`src/rtl/ethrecv_pkg.sv`:
```
// Shared definitions for the GMII receive frame engine: state encoding,
// preamble/SFD bytes, CRC residue and frame length limits.
package ethrecv_pkg;

  typedef enum logic [2:0] {
    S_IDLE  = 3'd0,
    S_PRE   = 3'd1,
    S_RECV  = 3'd2,
    S_FLUSH = 3'd3,
    S_CHECK = 3'd4,
    S_DROP  = 3'd5,
    S_DONE  = 3'd6
  } state_t;

  localparam logic [7:0]  GMII_PRE        = 8'h55;
  localparam logic [7:0]  GMII_SFD        = 8'hD5;
  localparam logic [31:0] CRC_RESIDUE_DEF = 32'hC704DD7B;
  localparam logic [10:0] MIN_FRAME       = 11'd64;
  localparam logic [10:0] MAX_FRAME       = 11'd1518;

endpackage

```
`src/rtl/ethrecv.sv`:
```
// GMII receive frame engine: strips preamble/SFD, packs frame bytes little-endian
// into 32-bit buffer words, drives the shared CRC engine and reports status.
module ethrecv
  import ethrecv_pkg::*;
#(
  parameter logic [10:0] MAXBYTES    = MAX_FRAME,
  parameter logic [10:0] MINBYTES    = MIN_FRAME,
  parameter logic [31:0] CRC_RESIDUE = CRC_RESIDUE_DEF
) (
  input  logic        clk,
  input  logic        clr,
  input  logic        rxena,
  output logic        rxdone,
  input  logic        rxdv,
  input  logic        rxer,
  input  logic [7:0]  datain,
  input  logic [31:0] crc,
  output logic [7:0]  crcdat,
  output logic        crcen,
  output logic        crcre,
  output logic [31:0] rxbdata,
  output logic [8:0]  rxbaddr,
  output logic        rxbwe,
  output logic [10:0] rxcntb,
  output logic        crc_err,
  output logic        len_err,
  output logic        rx_err,
  output logic        err_gen
);

  state_t      state_q, state_d;
  logic [10:0] cnt_q, cnt_d;
  logic [8:0]  rxbaddr_q, rxbaddr_d;
  logic [31:0] rxbdata_q, rxbdata_d;
  logic        rxbwe_q, rxbwe_d;
  logic [7:0]  crcdat_q, crcdat_d;
  logic        crcen_q, crcen_d;
  logic        crcre_q, crcre_d;
  logic [10:0] rxcntb_q, rxcntb_d;
  logic        rxdone_q, rxdone_d;
  logic        crc_err_q, crc_err_d;
  logic        len_err_q, len_err_d;
  logic        rx_err_q, rx_err_d;

  // Lane 0 starts a fresh word so a trailing partial word has zeroed upper bytes.
  function automatic logic [31:0] pack_byte(input logic [31:0] w, input logic [1:0] lane,
                                            input logic [7:0] b);
    logic [31:0] r;
    r = (lane == 2'd0) ? 32'h0 : w;
    r[{lane, 3'b000} +: 8] = b;
    return r;
  endfunction

  always_comb begin
    state_d   = state_q;
    cnt_d     = cnt_q;
    rxbaddr_d = rxbaddr_q + {8'd0, rxbwe_q};
    rxbdata_d = rxbdata_q;
    rxbwe_d   = 1'b0;
    crcdat_d  = crcdat_q;
    crcen_d   = 1'b0;
    crcre_d   = crcre_q;
    rxcntb_d  = rxcntb_q;
    rxdone_d  = rxdone_q;
    crc_err_d = crc_err_q;
    len_err_d = len_err_q;
    rx_err_d  = rx_err_q;
    unique case (state_q)
      S_IDLE: begin
        crcre_d   = 1'b1;
        rxbaddr_d = 9'd0;
        cnt_d     = 11'd0;
        crc_err_d = 1'b0;
        len_err_d = 1'b0;
        rx_err_d  = 1'b0;
        rxdone_d  = 1'b0;
        if (rxena && rxdv) state_d = (datain == GMII_PRE) ? S_PRE : S_DROP;
      end
      S_PRE: begin
        if (!rxdv)                  state_d = S_IDLE;
        else if (datain == GMII_SFD) begin
          state_d = S_RECV;
          crcre_d = 1'b0;
        end else if (datain != GMII_PRE) state_d = S_DROP;
      end
      S_RECV: begin
        if (!rxdv) begin
          state_d = S_FLUSH;
        end else if (cnt_q == MAXBYTES) begin
          len_err_d = 1'b1;
          state_d   = S_DROP;
        end else begin
          crcdat_d  = datain;
          crcen_d   = 1'b1;
          cnt_d     = cnt_q + 11'd1;
          rxbdata_d = pack_byte(rxbdata_q, cnt_q[1:0], datain);
          rxbwe_d   = (cnt_q[1:0] == 2'd3);
          if (rxer) rx_err_d = 1'b1;
        end
      end
      S_FLUSH: begin
        rxbwe_d = (cnt_q[1:0] != 2'd0);
        state_d = S_CHECK;
      end
      S_CHECK: begin
        crc_err_d = (crc != CRC_RESIDUE);
        len_err_d = len_err_q | (cnt_q < MINBYTES);
        rxcntb_d  = cnt_q;
        rxdone_d  = 1'b1;
        state_d   = S_DONE;
      end
      S_DROP: begin
        if (!rxdv) state_d = len_err_q ? S_CHECK : S_IDLE;
      end
      S_DONE: begin
        if (!rxena) begin
          rxdone_d = 1'b0;
          state_d  = S_IDLE;
        end
      end
      default: state_d = S_IDLE;
    endcase
  end

  always_ff @(posedge clk or posedge clr) begin
    if (clr) begin
      state_q   <= S_IDLE;
      cnt_q     <= 11'd0;
      rxbaddr_q <= 9'd0;
      rxbdata_q <= 32'h0;
      rxbwe_q   <= 1'b0;
      crcdat_q  <= 8'h0;
      crcen_q   <= 1'b0;
      crcre_q   <= 1'b1;
      rxcntb_q  <= 11'd0;
      rxdone_q  <= 1'b0;
      crc_err_q <= 1'b0;
      len_err_q <= 1'b0;
      rx_err_q  <= 1'b0;
    end else begin
      state_q   <= state_d;
      cnt_q     <= cnt_d;
      rxbaddr_q <= rxbaddr_d;
      rxbdata_q <= rxbdata_d;
      rxbwe_q   <= rxbwe_d;
      crcdat_q  <= crcdat_d;
      crcen_q   <= crcen_d;
      crcre_q   <= crcre_d;
      rxcntb_q  <= rxcntb_d;
      rxdone_q  <= rxdone_d;
      crc_err_q <= crc_err_d;
      len_err_q <= len_err_d;
      rx_err_q  <= rx_err_d;
    end
  end

  assign rxdone  = rxdone_q;
  assign crcdat  = crcdat_q;
  assign crcen   = crcen_q;
  assign crcre   = crcre_q;
  assign rxbdata = rxbdata_q;
  assign rxbaddr = rxbaddr_q;
  assign rxbwe   = rxbwe_q;
  assign rxcntb  = rxcntb_q;
  assign crc_err = crc_err_q;
  assign len_err = len_err_q;
  assign rx_err  = rx_err_q;
  assign err_gen = crc_err_q | len_err_q | rx_err_q;

endmodule

```
`config.mk`:
```
export PLATFORM = sky130hd
export DESIGN_NAME = ethrecv
export DESIGN_NICKNAME = d
export VERILOG_FILES = /design/src/rtl/ethrecv_pkg.sv /design/src/rtl/ethrecv.sv
export SDC_FILE = /design/constraint.sdc
export NUM_CORES = 1
export LEC_CHECK = 0
export BUFFER_PORTS_ARGS = -buffer_cell sky130_fd_sc_hd__buf_2
export CORE_MARGIN = 2
export CORE_UTILIZATION = 57
export CTS_BUF_LIST = sky130_fd_sc_hd__clkbuf_8
export DETAILED_ROUTE_END_ITERATION = 16
export PLACE_DENSITY = 0.87
export SYNTH_ARGS = -nofsm -noshare
export SYNTH_HDL_FRONTEND = slang
export SYNTH_SLANG_ARGS = --single-unit
```
`constraint.sdc`:
```
create_clock -name clk -period 5.3 [get_ports clk]
set_input_delay 1.06 -clock clk [delete_from_list [all_inputs] [get_ports clk]]
set_output_delay 1.06 -clock clk [all_outputs]
set_load 0.05 [all_outputs]
```
After elaboration in Yosys (flattened, before gate mapping)
Index checks and enable logic that the tools add are counted.

Bits in registers: 81. Input port bits: 45. Logic and storage cells: 98. Output and inout port bits: 68.

Bitwise logic cells: 4. Reductions and logical operators: 16. Equal/unequal tests: 23. Muxes and demuxes: 36. Add/subtract/negate cells: 3. Shifts and indexed selects: 2. $lt $le $gt $ge: 1.

Operator list (number): 32-bit bitwise mux (1); 32-bit 2-to-1 mux (1); 32-bit != test (second input constant) (1); 8-bit by 7-bit variable shift with 32-bit output (first input constant) (1); 8-bit by 7-bit variable part select with 32-bit output (1); 3-bit 2-to-1 mux (10); 11-bit 2-to-1 mux (2); 11-bit one-hot mux with 2 select lines (1); 3-bit one-hot mux with 7 select lines (1); 2-bit != test (second input constant) (9); 1-bit 2-to-1 mux (13); 3-bit AND reduction (4); 11-bit by 1-bit adder with 11-bit output (second input constant) (1); 11-bit == test (second input constant) (1); 11-bit by 7-bit < comparator with 1-bit output (second input constant) (1); 9-bit by 1-bit adder with 9-bit output (1); 3-bit == test (second input constant) (3); 9-bit 2-to-1 mux (1); 8-bit by 7-bit == test with 1-bit output (second input constant) (1); 8-bit == test (second input constant) (1); 8-bit by 7-bit != test with 1-bit output (second input constant) (1); 1-bit one-hot mux with 2 select lines (4); 2-bit nonzero test (4); 5-bit negation with 7-bit output (1); other kinds (15) (20).

Logic depth before layout (Yosys ltp)
Gate-level depths: netlist (run 1).

Depth after elaboration: 5. Depth in mapped cells: 9. Depth with buffers taken out: 6.

Worst setup path before layout (run 1)
No wires, ideal clock.

Path type: input to register. Start point: input port datain[3]. End point: register state_q[0]. Setup time: 0.128 ns. Cell stages on the path: 4. Data arrival time: 2.183 ns. Buffers on the path: 0. Path slack: 2.990 ns. Cells stage by stage: nor4bb_1 -> nand3b_1 -> o2111ai_1 -> mux2_1.

Cells in the longest elaborated chain, start to end: 4. Elaborated cells on any way between the ends: 7. Those cells by class: eq/ne: 3; mux: 3; reduce/logical: 1.

RTL lines: start, declared (RTL line ethrecv.sv:16) `input logic [7:0] datain,`; 8-bit == test (RTL line ethrecv.sv:81) `else if (datain == GMII_SFD) begin`; 3-bit 2-to-1 mux (RTL line ethrecv.sv:81); 3-bit 2-to-1 mux (RTL line ethrecv.sv:80) `if (!rxdv) state_d = S_IDLE;`; 3-bit one-hot mux with 7 select lines (RTL line ethrecv.sv:68) `unique case (state_q)`; end signal, assigned (RTL line ethrecv.sv:141) `state_q <= state_d;`; end, declared (RTL line ethrecv.sv:31) `state_t state_q, state_d;`.

Parallel ways exist; a longest one is shown, timed or not. A chain may end at the register's enable or synchronous reset.

Final worst setup path (run 1)
Start point: register cnt_q[0]. End point: register rxbdata_q[19], in the netlist rxbdata[19].

Cells in the longest elaborated chain, start to end: 3. Elaborated cells on any way between the ends: 9. Those cells by class: add/sub: 1; eq/ne: 1; shift: 2; mux: 2; bitwise: 1; reduce/logical: 2.

RTL lines: start, declared (RTL line ethrecv.sv:32) `logic [10:0] cnt_q, cnt_d;`; start signal, assigned (RTL line ethrecv.sv:142) `cnt_q <= cnt_d;`; 5-bit negation with 7-bit output, or another cell as far along (RTL line ethrecv.sv:50) `r[{lane, 3'b000} +: 8] = b;`; 8-bit by 7-bit variable part select with 32-bit output, or another cell as far along (RTL line ethrecv.sv:50); 32-bit bitwise mux / 3-bit AND reduction (equally long branches); end signal, assigned (RTL line ethrecv.sv:144) `rxbdata_q <= rxbdata_d;`; end, declared (RTL line ethrecv.sv:34) `logic [31:0] rxbdata_q, rxbdata_d;`.

Parallel ways exist; a longest one is shown, timed or not.

==> reports/summary.txt, run 1 <==
f_max: 381 MHz
Int Power: 1.25 mW
antenna violations before repair: 0
worst hold path type: reg2reg
Worst R2R End: rxbdata[19]
hold_buf cts: 0
RD Place Congestion: 0.916
Avg Inst Size Synth: 10.7 um^2
clock-pin slew on the worst setup and hold paths: 0.08 ns
Worst R2R Start: cnt_q[0]
critical-path cell list: inv_1 > ha_1 > inv_1 > nor4b_2 > nand2_1 > o21ai_0
Rel. slew slack: 34.4%
cell row count: 29
endpoints failing setup: 0
#FFs+latches synth: 81
Worst EP required: 5.56 ns
worst reg2reg path depth: 6
Cell variety after synth: 59
Placement Setup Slack: 2.55 ns
sequential standard cell area: 2030 um^2
slowest stage cell, crit path: nor4b_2
sw power: 0.979 mW
core area: 6390 um^2
largest net degree at the start of global routing: 43
CP Capture Type: register
most common cell in the netlist: dfrtp_1
Power Density: 482 nW/um^2
antenna viol nets, final: 0
Die W: 85.5 um
Tot Pwr: 2.22 mW
CP startpoint kind: register
LEAKAGE: 2.32 nW
post-route insts no fill: 549
EDFF count, synth: 0
Seq/Total Area, Yosys: 53.6%
Worst Hold Depth: 2
max cap viols: 0
final design utilization: 72.3%
Vias/cell: 5.72
CTS Buf Count: 9
routed vias: 3141
Cells after DPL: 533
Root Buffer: clkbuf_8
Worst path max stage delay: 0.76 ns
top post-synthesis cells by count: dfrtp_1, nand2_1, o21ai_0, mux2_2, nor2_1
RSZ-0062 raised after global routing: no
Longest Clk Path Bufs: 2
Final Skew: 0.0102 ns
fraction of layout cells with a size suffix above 1: 34.5%
CP Class: reg2reg
Multi-input gate area: 1650 um^2
All-Layer GR Usage: 24.8%
dpl hpwl: 6.23 mm
WL final: 8.67 mm
CP startpoint: cnt_q[0]
Worst Min Path Start: rxbdata[0]
largest fanout on the critical path: 12
Mapped Cells: 354
top cell type's share of synthesized area: 52.9%
Final TNS setup: 0 ns
placed inst area: 4400 um^2
full die area: 7300 um^2
Max Transition Viols Final: 0
vias in the first global route: 3053
Syn-to-layout area delta: 22.0%
H-tree levels: 3
post-CTS setup buffers: 0
Worst Tran Pin Value: 0.983 ns
clock latency on the worst-skew pair: 0.35 ns
Syn Std Cell Area: 3780 um^2
CTS tree: yes
die height: 85.5 um
combinational group share of total power: 40.8%
Design Area, Final: 4620 um^2
I/O pins: 113
largest cells by area after synthesis: dfrtp_1, mux2_2, nand2_1
Hold EP: rxbdata[0]
outcome: finished, final reports clean
fin crit share: 49.5%
asr flop ratio synth: 100%
yosys warns: 0
post-layout minimum cycle time: 2.62 ns
Overflow after GRT: 0
clock share of power: 21.2%
port buffer count: 112
per-cell routed wire length: 15.8 um
peak supply drop: 0.316 mV
Synth area leader: dfrtp_1
ant diodes: 0
clk sinks: 81
initial core utilization: 59.2%
switching portion of total power: 44.0%
Critical Path AT: 2.89 ns
Filler Cell Count: 487
hold_ws: 0.479 ns
Fin. Hold Viols: 0
Sequential Power Share: 38.0%
DRT iter0 DRCs: 163
nets: 519
post-cts sizing count: 0
Worst R2R Setup Slack: 2.68 ns
Pre-antenna DRT Iters: 4
most used cell along the critical path: inv_1
first-pass GRT wire length: 14.2 mm
Mapped Nets: 406
drt drc: 0
final setup margin: 2.68 ns
Main synth FF type: dfrtp_1
worst max-delay path, delay by kind of cell, from the launching register on:
kind,cells,cell delay (ns)
and+or+nand+nor,2,0.93
DFF,1,0.60
adders and majority gates,1,0.48
buffers and inverters,2,0.36
AOI/OAI and AO/OA,1,0.17
sequential cells by signal, summed over array words and instances (netlist names):
name / flops
cnt_q: 11
crc_err: 1
crcdat: 8
crcen: 1
crcre: 1
len_err: 1
rx_err: 1
rxbaddr: 9
rxbdata: 32
rxbwe: 1
rxcntb: 11
rxdone: 1
state_q: 3
metal layers:
layer  global-route usage, %  wire length, um  vias to the layer above
met1                    33.5             3640                     1512
met2                    40.2             4300                      126
met4                    10.7              164                        0
li1                        -                -                     1489
met3                    3.50              558                       14
met5                       0                0                        -
worst max-delay path by stage:
stage               slack [ns]          end
floorplan                 2.16     cnt_q[0]
global placement          2.65   state_q[0]
detailed placement        2.55   state_q[0]
finish                    2.68  rxbdata[19]
global route              2.45  rxbdata[19]
CTS                       2.72  rxbdata[22]
area by class of cell:
cell class,instances,area share [%]
multi-input cells,250,35.8
flip-flops and latches,81,43.9
well taps,77,2.09
clock inverters,4,1.06
clock buffers,12,3.58
repair buffers,116,12.8
inverters,9,0.732
power by group through the flow:
stage,clock network [mW],logic [mW],registers (mW)
3_5_place_dp,0,0.907,0.855
3_3_place_gp,0,0.885,0.852
4_1_cts,0.478,0.912,0.842
5_1_grt,0.504,0.972,0.862
6_report,0.473,0.908,0.844
2_1_floorplan,0,0.410,1.13
cell usage in the layout (no fill, tap or decap), types with 6 or more instances in the layout:
cell type  synthesis  layout
dfrtp_1           80      80
nand2_1           56      56
a21oi_1            7       7
buf_2              3     112
nor2_1            19      19
ha_1               7       7
mux2_2            19      19
nor3_1             6       6
a22o_1             8       8
inv_1              9       8
nand3_1           11      11
xnor2_1            7       7
clkbuf_8           0      12
o21ai_0           40      40
cell families (layout without fill, tap and decap cells):
| group | count (synthesis) | count (layout) | share of synthesized area (%) |
|---|---|---|---|
| and+or+nand+nor | 136 | 136 | 19.6 |
| DFF | 81 | 81 | 53.6 |
| AOI/OAI and AO/OA | 76 | 76 | 13.3 |
| buffers and inverters | 23 | 141 | 2.68 |
| muxes | 20 | 20 | 5.95 |
| xor gates and xnor gates | 11 | 11 | 2.55 |
| adders and majority gates | 7 | 7 | 2.32 |
No activity file was read; power rests on OpenSTA's default activity.
==> run 2, diff against run 1 <==
--- a/config.mk
+++ b/config.mk
@@ -7,10 +7,10 @@
 export LEC_CHECK = 0
 export BUFFER_PORTS_ARGS = -buffer_cell sky130_fd_sc_hd__buf_2
 export CORE_MARGIN = 2
-export CORE_UTILIZATION = 57
+export CORE_UTILIZATION = 48
 export CTS_BUF_LIST = sky130_fd_sc_hd__clkbuf_8
 export DETAILED_ROUTE_END_ITERATION = 16
-export PLACE_DENSITY = 0.87
+export PLACE_DENSITY = 0.78
 export SYNTH_ARGS = -nofsm -noshare
 export SYNTH_HDL_FRONTEND = slang
 export SYNTH_SLANG_ARGS = --single-unit
==> constraint.sdc (replaced) <==
create_clock -name clk -period 2.1 [get_ports clk]
set_input_delay 0.42 -clock clk [delete_from_list [all_inputs] [get_ports clk]]
set_output_delay 0.42 -clock clk [all_outputs]
set_load 0.05 [all_outputs]
==> run 2 against run 1 <==
  * Fmax up 29%
  * Combinational power grew to 2.7 times the previous value
  * Core utilization fell by 10 points
  * Sequential cell count unchanged
  * Sequential share of layout area fell by 1.6 points
  * Worst hold slack worse by 0.29 ns
  * Power grew to 2.5 times the previous value
  * Clock power increased by 130%
  * Register-to-register slack worse by 2.6 ns
  * Largest cell class unchanged
  * Largest power group unchanged
  * Highest routed layer unchanged
==> reports/summary.txt, run 2 (same netlist as run 1, synthesis figures left out) <==
final setup margin: 0.0739 ns (-2.60 ns)
worst reg2reg path depth: 6 (unchanged)
clock latency on the worst-skew pair: 0.35 ns (about the same)
Longest Clk Path Bufs: 2 (unchanged)
RD Place Congestion: 0.867 (-5.3%)
ant diodes: 0 (unchanged)
post-layout minimum cycle time: 2.03 ns (-0.597 ns)
I/O pins: 113 (unchanged)
fraction of layout cells with a size suffix above 1: 37.2% (+2.7 points)
largest fanout on the critical path: 7 (-5)
full die area: 8610 um^2 (+18%)
largest net degree at the start of global routing: 82 (+91%)
die height: 92.8 um (+8.6%)
max cap viols: 0 (unchanged)
Worst EP required: 2.33 ns (-3.23 ns)
initial core utilization: 49.2% (-10 points)
CP startpoint: cnt_q[1]
Fin. Hold Viols: 0 (unchanged)
CTS tree: yes
Largest register FFs: 32 (unchanged)
Max Transition Viols Final: 0 (unchanged)
outcome: finished, final reports clean
Cells after DPL: 575 (+7.9%)
vias in the first global route: 3062 (+0.29%)
worst hold path type: in2async
H-tree levels: 3 (unchanged)
Rel. slew slack: 63.1% (+29 points)
f_max: 494 MHz (+29%)
Placement Setup Slack: 0.103 ns (-2.45 ns)
Final TNS setup: 0 ns (unchanged)
fin crit share: 96.5% (+47 points)
Worst Setup EP: state_q[0]
core area: 7690 um^2 (+20%)
cell row count: 32 (+10%)
WL final: 9.05 mm (+4.4%)
peak supply drop: 0.757 mV (+140%)
antenna violations before repair: 0 (unchanged)
hold_ws: 0.189 ns (-0.289 ns)
sequential standard cell area: 2030 um^2 (unchanged)
dpl hpwl: 6.56 mm (+5.3%)
Overflow after GRT: 0 (unchanged)
Worst R2R Start: cnt_q[1]
Filler Cell Count: 656 (+35%)
CP startpoint kind: register
clock-pin slew on the worst setup and hold paths: 0.08 ns (about the same)
Worst R2R End: state_q[0]
CTS Buf Count: 9 (unchanged)
Worst R2R Setup Slack: 0.07 ns (-2.60 ns)
Power Density: 1180 nW/um^2 (+140%)
per-cell routed wire length: 15.3 um (-3.0%)
most frequent cells in the layout: buf_2, dfrtp_1, nand2_1
Multi-input gate area: 1660 um^2 (+0.23%)
clk sinks: 81 (unchanged)
port buffer count: 112 (unchanged)
All-Layer GR Usage: 22.1% (-2.6 points)
DRT iter0 DRCs: 155 (-4.9%)
drt drc: 0 (unchanged)
nets: 538 (+3.7%)
routed vias: 3192 (+1.6%)
Critical Path AT: 2.25 ns (-0.64 ns)
Final Skew: 0.00953 ns (-0.000673 ns)
Vias/cell: 5.40 (-5.6%)
endpoints failing setup: 0 (unchanged)
post-route insts no fill: 591 (+7.7%)
Pre-antenna DRT Iters: 4 (unchanged)
Syn-to-layout area delta: 26.7%
commonest non-fill, non-tap cell in the layout: buf_2
antenna viol nets, final: 0 (unchanged)
Die W: 92.8 um (+8.6%)
RSZ-0062 raised after global routing: no
LEAKAGE: 2.38 nW (+2.8%)
Root Buffer: clkbuf_8
CP Class: reg2reg
hold_buf cts: 0 (unchanged)
CP Capture Type: register
Worst Tran Pin Value: 0.552 ns (-0.431 ns)
first-pass GRT wire length: 14.8 mm (+4.2%)
==> run 2: metrics by stage <==
step | total power, mW | utilization, % | cell area, um^2
CTS | 5.66 | 62.0 | 4770
global route | 5.95 | 62.3 | 4790
global placement | 4.49 | 59.5 | 4580
finish | 5.64 | 62.3 | 4790
floorplan | 3.88 | - | 3790
detailed placement | 4.54 | 59.5 | 4580
==> run 2: routing by layer <==
layer / vias to the layer above / GRT usage, % / routed length, um
li1: 1539 / - / -
met1: 1534 / 29.0 / 3990
met2: 105 / 35.6 / 4400
met3: 14 / 5.29 / 494
met4: 0 / 8.70 / 170
met5: - / 0 / 0
==> run 2: repair_timing <==
item | in CTS | in global routing
buffers inserted | 0 | 2
setup endpoints to repair | 0 | 8
gates resized for setup | 0 | 3
==> run 2: worst min-delay path by stage <==
stage          startpoint    endpoint  slack [ns]  depth (start not counted)
3_5_place_dp   rxbdata[3]  rxbdata[3]        0.47                          2
5_1_grt               clr  rxbaddr[0]        0.21                          3
6_report              clr  rxbaddr[6]        0.19                          3
4_1_cts               clr  rxbaddr[2]        0.19                          3
2_1_floorplan    cnt_q[8]   rxcntb[8]        0.54                          1
3_3_place_gp   rxbdata[3]  rxbdata[3]        0.46                          2
==> run 2: critical path: stages (launching register included) <==
cell and delay [ns]:
dfrtp_1 0.47, ha_1 0.23, nand4bb_2 0.16, o31ai_4 0.43
buf_4 0.18, o2111ai_1 0.09, mux2_1 0.34
==> run 2: power by group <==
| part | internal [mW] | switching [mW] |
|---|---|---|
| clock network | 0.572 | 0.538 |
| registers | 1.84 | 0.198 |
| logic | 0.748 | 1.74 |
| total | 3.16 | 2.48 |
==> run 2: area by class of cell <==
| type | instances | area share (%) |
|---|---|---|
| Sequential cell | 81 | 42.3 |
| Tap cell | 102 | 2.66 |
| Multi-Input combinational cell | 250 | 34.6 |
| Timing Repair Buffer | 135 | 15.6 |
| Inverter | 9 | 0.783 |
| Clock buffer | 10 | 2.87 |
| Clock inverter | 4 | 1.12 |
==> run 3, diff against run 2 <==
--- a/config.mk
+++ b/config.mk
@@ -7,10 +7,10 @@
 export LEC_CHECK = 0
 export BUFFER_PORTS_ARGS = -buffer_cell sky130_fd_sc_hd__buf_2
 export CORE_MARGIN = 2
-export CORE_UTILIZATION = 48
+export CORE_UTILIZATION = 53
 export CTS_BUF_LIST = sky130_fd_sc_hd__clkbuf_8
 export DETAILED_ROUTE_END_ITERATION = 16
-export PLACE_DENSITY = 0.78
+export PLACE_DENSITY = 0.82
 export SYNTH_ARGS = -nofsm -noshare
 export SYNTH_HDL_FRONTEND = slang
 export SYNTH_SLANG_ARGS = --single-unit
==> constraint.sdc (replaced) <==
create_clock -name clk -period 2 [get_ports clk]
set_input_delay 0.4 -clock clk [delete_from_list [all_inputs] [get_ports clk]]
set_output_delay 0.4 -clock clk [all_outputs]
set_load 0.05 [all_outputs]
==> run 3 against run 2 <==
  * Worst setup slack better by 0.030 ns
  * Sequential share of layout area is 0.79 points lower
  * First-iteration DRC count fell by 22%
  * Worst hold slack worse by 0.032 ns
  * Via count grew 0.88%
  * Highest routed layer unchanged
  * Clock power grew 21%
  * Combinational power up 8.4%
  * Largest power group unchanged
  * Core utilization rose by 8.8 points
  * Power increased by 9.6%
  * Die area down 9.0%
==> reports/summary.txt, run 3 (same netlist as run 1, synthesis figures left out) <==
Final TNS setup: 0 ns (unchanged)
Max Used Layer: met4
Sequential Power Share: 34.6% (-1.6 points)
Worst R2R Start: cnt_q[0]
Overflow after GRT: 0 (unchanged)
Critical Path AT: 2.14 ns (-0.11 ns)
Largest register FFs: 32 (unchanged)
Vias/cell: 5.46 (+1.0%)
CP Capture Type: register
M1 WL: 4.10 mm (+2.7%)
RSZ-0062 raised after global routing: no
fraction of layout cells with a size suffix above 1: 38.1% (+0.84 points)
Worst Tran Pin Value: 0.628 ns (+0.0765 ns)
worst hold path type: in2async
Worst R2R Setup Slack: 0.10 ns (+0.03 ns)
metal3 WL: 402 um (-19%)
Worst path max stage delay: 0.41 ns (-0.06 ns)
initial core utilization: 55.1% (+5.9 points)
combinational group share of total power: 43.7% (-0.5 points)
CTS tree: yes
peak supply drop: 0.646 mV (-15%)
Pre-antenna DRT Iters: 4 (unchanged)
slowest stage cell, crit path: dfrtp_1
core area: 6870 um^2 (-11%)
LEAKAGE: 2.43 nW (+1.8%)
clock latency on the worst-skew pair: 0.36 ns (about the same)
f_max: 527 MHz (+6.8%)
outcome: finished, final reports clean
Fin. Hold Viols: 0 (unchanged)
nets: 541 (+0.56%)
drt drc: 0 (unchanged)
full die area: 7830 um^2 (-9.0%)
commonest non-fill, non-tap cell in the layout: buf_2
final design utilization: 71.1% (+8.8 points)
post-layout minimum cycle time: 1.90 ns (-0.130 ns)
largest fanout on the critical path: 5 (-2)
CP Class: reg2reg
Placement Setup Slack: -0.0498 ns (-0.153 ns)
wire length on met2: 4.66 mm (+6.0%)
CP startpoint kind: register
first-pass GRT wire length: 15.2 mm (+2.3%)
antenna viol nets, final: 0 (unchanged)
max cap viols: 0 (unchanged)
clk sinks: 81 (unchanged)
most frequent cells in the layout: buf_2, dfrtp_1, nand2_1
fin crit share: 94.8% (-1.7 points)
clock share of power: 21.7% (+2.0 points)
CTS Buf Count: 9 (unchanged)
Int Power: 3.47 mW (+9.9%)
H-tree levels: 3 (unchanged)
All-Layer GR Usage: 25.0% (+2.9 points)
ant diodes: 0 (unchanged)
final setup margin: 0.103 ns (+0.0296 ns)
critical-path cell list: inv_4 > ha_4 > nand4bb_4 > o31ai_4 > buf_4 > o2111ai_1 > mux2_1
dpl hpwl: 6.80 mm (+3.6%)
Syn-to-layout area delta: 29.1%
I/O pins: 113 (unchanged)
Final Skew: 0.0117 ns (+0.00221 ns)
clock-pin slew on the worst setup and hold paths: 0.09 ns (about the same)
hold_buf cts: 0 (unchanged)
antenna violations before repair: 0 (unchanged)
hold_ws: 0.157 ns (-0.0325 ns)
die height: 88.5 um (-4.6%)
routed vias: 3220 (+0.88%)
Rel. slew slack: 58.0% (-5.0 points)
WL final: 9.26 mm (+2.3%)
cell row count: 30 (-6.3%)
Power Density: 1270 nW/um^2 (+7.6%)
Root Buffer: clkbuf_8
port buffer count: 112 (unchanged)
DRT iter0 DRCs: 121 (-22%)
endpoints failing setup: 0 (unchanged)
largest net degree at the start of global routing: 82 (unchanged)
Longest Clk Path Bufs: 2 (unchanged)
per-cell routed wire length: 15.7 um (+2.5%)
switching portion of total power: 43.8% (-0.16 points)
Max Transition Viols Final: 0 (unchanged)
vias in the first global route: 3078 (+0.52%)
Die W: 88.5 um (-4.6%)
sw power: 2.70 mW (+9.2%)
Worst R2R End: state_q[0]
worst reg2reg path depth: 7 (+1)
Worst EP required: 2.24 ns (-0.09 ns)
RD Place Congestion: 0.843 (-2.7%)
[run 3: changes by cell type in the layout (fill, tap and decap cells not counted), sizes merged]
cell | before | now
clkinv | 0 | 2
buf | 135 | 138
clkbuf | 10 | 9
inv | 9 | 10
bufinv | 1 | 2
clkinvlp | 3 | 2
[run 3: worst max path at each step]
| stage | to | slack (ns) | from | depth (start not counted) |
|---|---|---|---|---|
| floorplan | state_q[0] | 0.003 | cnt_q[0] | 8 |
| global route | rxbdata[11] | 0.0002 | state_q[1] | 5 |
| detailed placement | rxbdata[21] | -0.05 | cnt_q[0] | 5 |
| CTS | rxbdata[21] | -0.04 | cnt_q[0] | 5 |
| finish | state_q[0] | 0.10 | cnt_q[0] | 7 |
| global placement | rxbdata[0] | 0.09 | cnt_q[0] | 5 |
[run 3: final cells by class]
cell class | count | area [um^2]
tap | 96 | 120
clock buffer | 9 | 124
sequential | 81 | 2030
timing repair buffer | 138 | 768
fill | 522 | 1990
clock inverter | 7 | 103
multi-input combinational | 250 | 1700
inverter | 9 | 40.0
[run 3: power groups by stage]
stage | Clock, mW | Combinational [mW] | Sequential [mW]
2_1_floorplan | 0 | 1.11 | 2.99
3_3_place_gp | 0 | 2.62 | 2.15
3_5_place_dp | 0 | 2.67 | 2.17
4_1_cts | 1.36 | 2.67 | 2.14
6_report | 1.34 | 2.70 | 2.14
5_1_grt | 1.44 | 2.91 | 2.18
[run 3: repair_timing]
action                                  4_1_cts  5_1_grt
endpoints found under the setup margin       11       41
pin swaps                                     0        1
setup buffers                                 0        1
resized for setup                             0        3
[run 3: critical path, delay by kind of cell, from the launching register on]
kind / cells / cell delay (ns)
compound gates: 2 / 0.41
fa+ha+maj: 1 / 0.16
mux: 1 / 0.32
buf+inv: 2 / 0.28
flops: 1 / 0.41
simple gates: 1 / 0.20
[run 3: metal layers]
layer / GRT usage, % / up-vias
met5: 0 / -
li1: - / 1539
met3: 5.50 / 11
met2: 41.3 / 104
met1: 34.0 / 1566
met4: 6.06 / 0
[run 3: stage by stage]
step | power (mW) | cells | area [um^2]
final | 6.18 | 590 | 4880
after global routing | 6.54 | 590 | 4880
after CTS | 6.17 | 589 | 4850
after detailed placement | 4.83 | 573 | 4630
after global placement | 4.77 | 573 | 4630
after floorplan | 4.10 | 354 | 3820
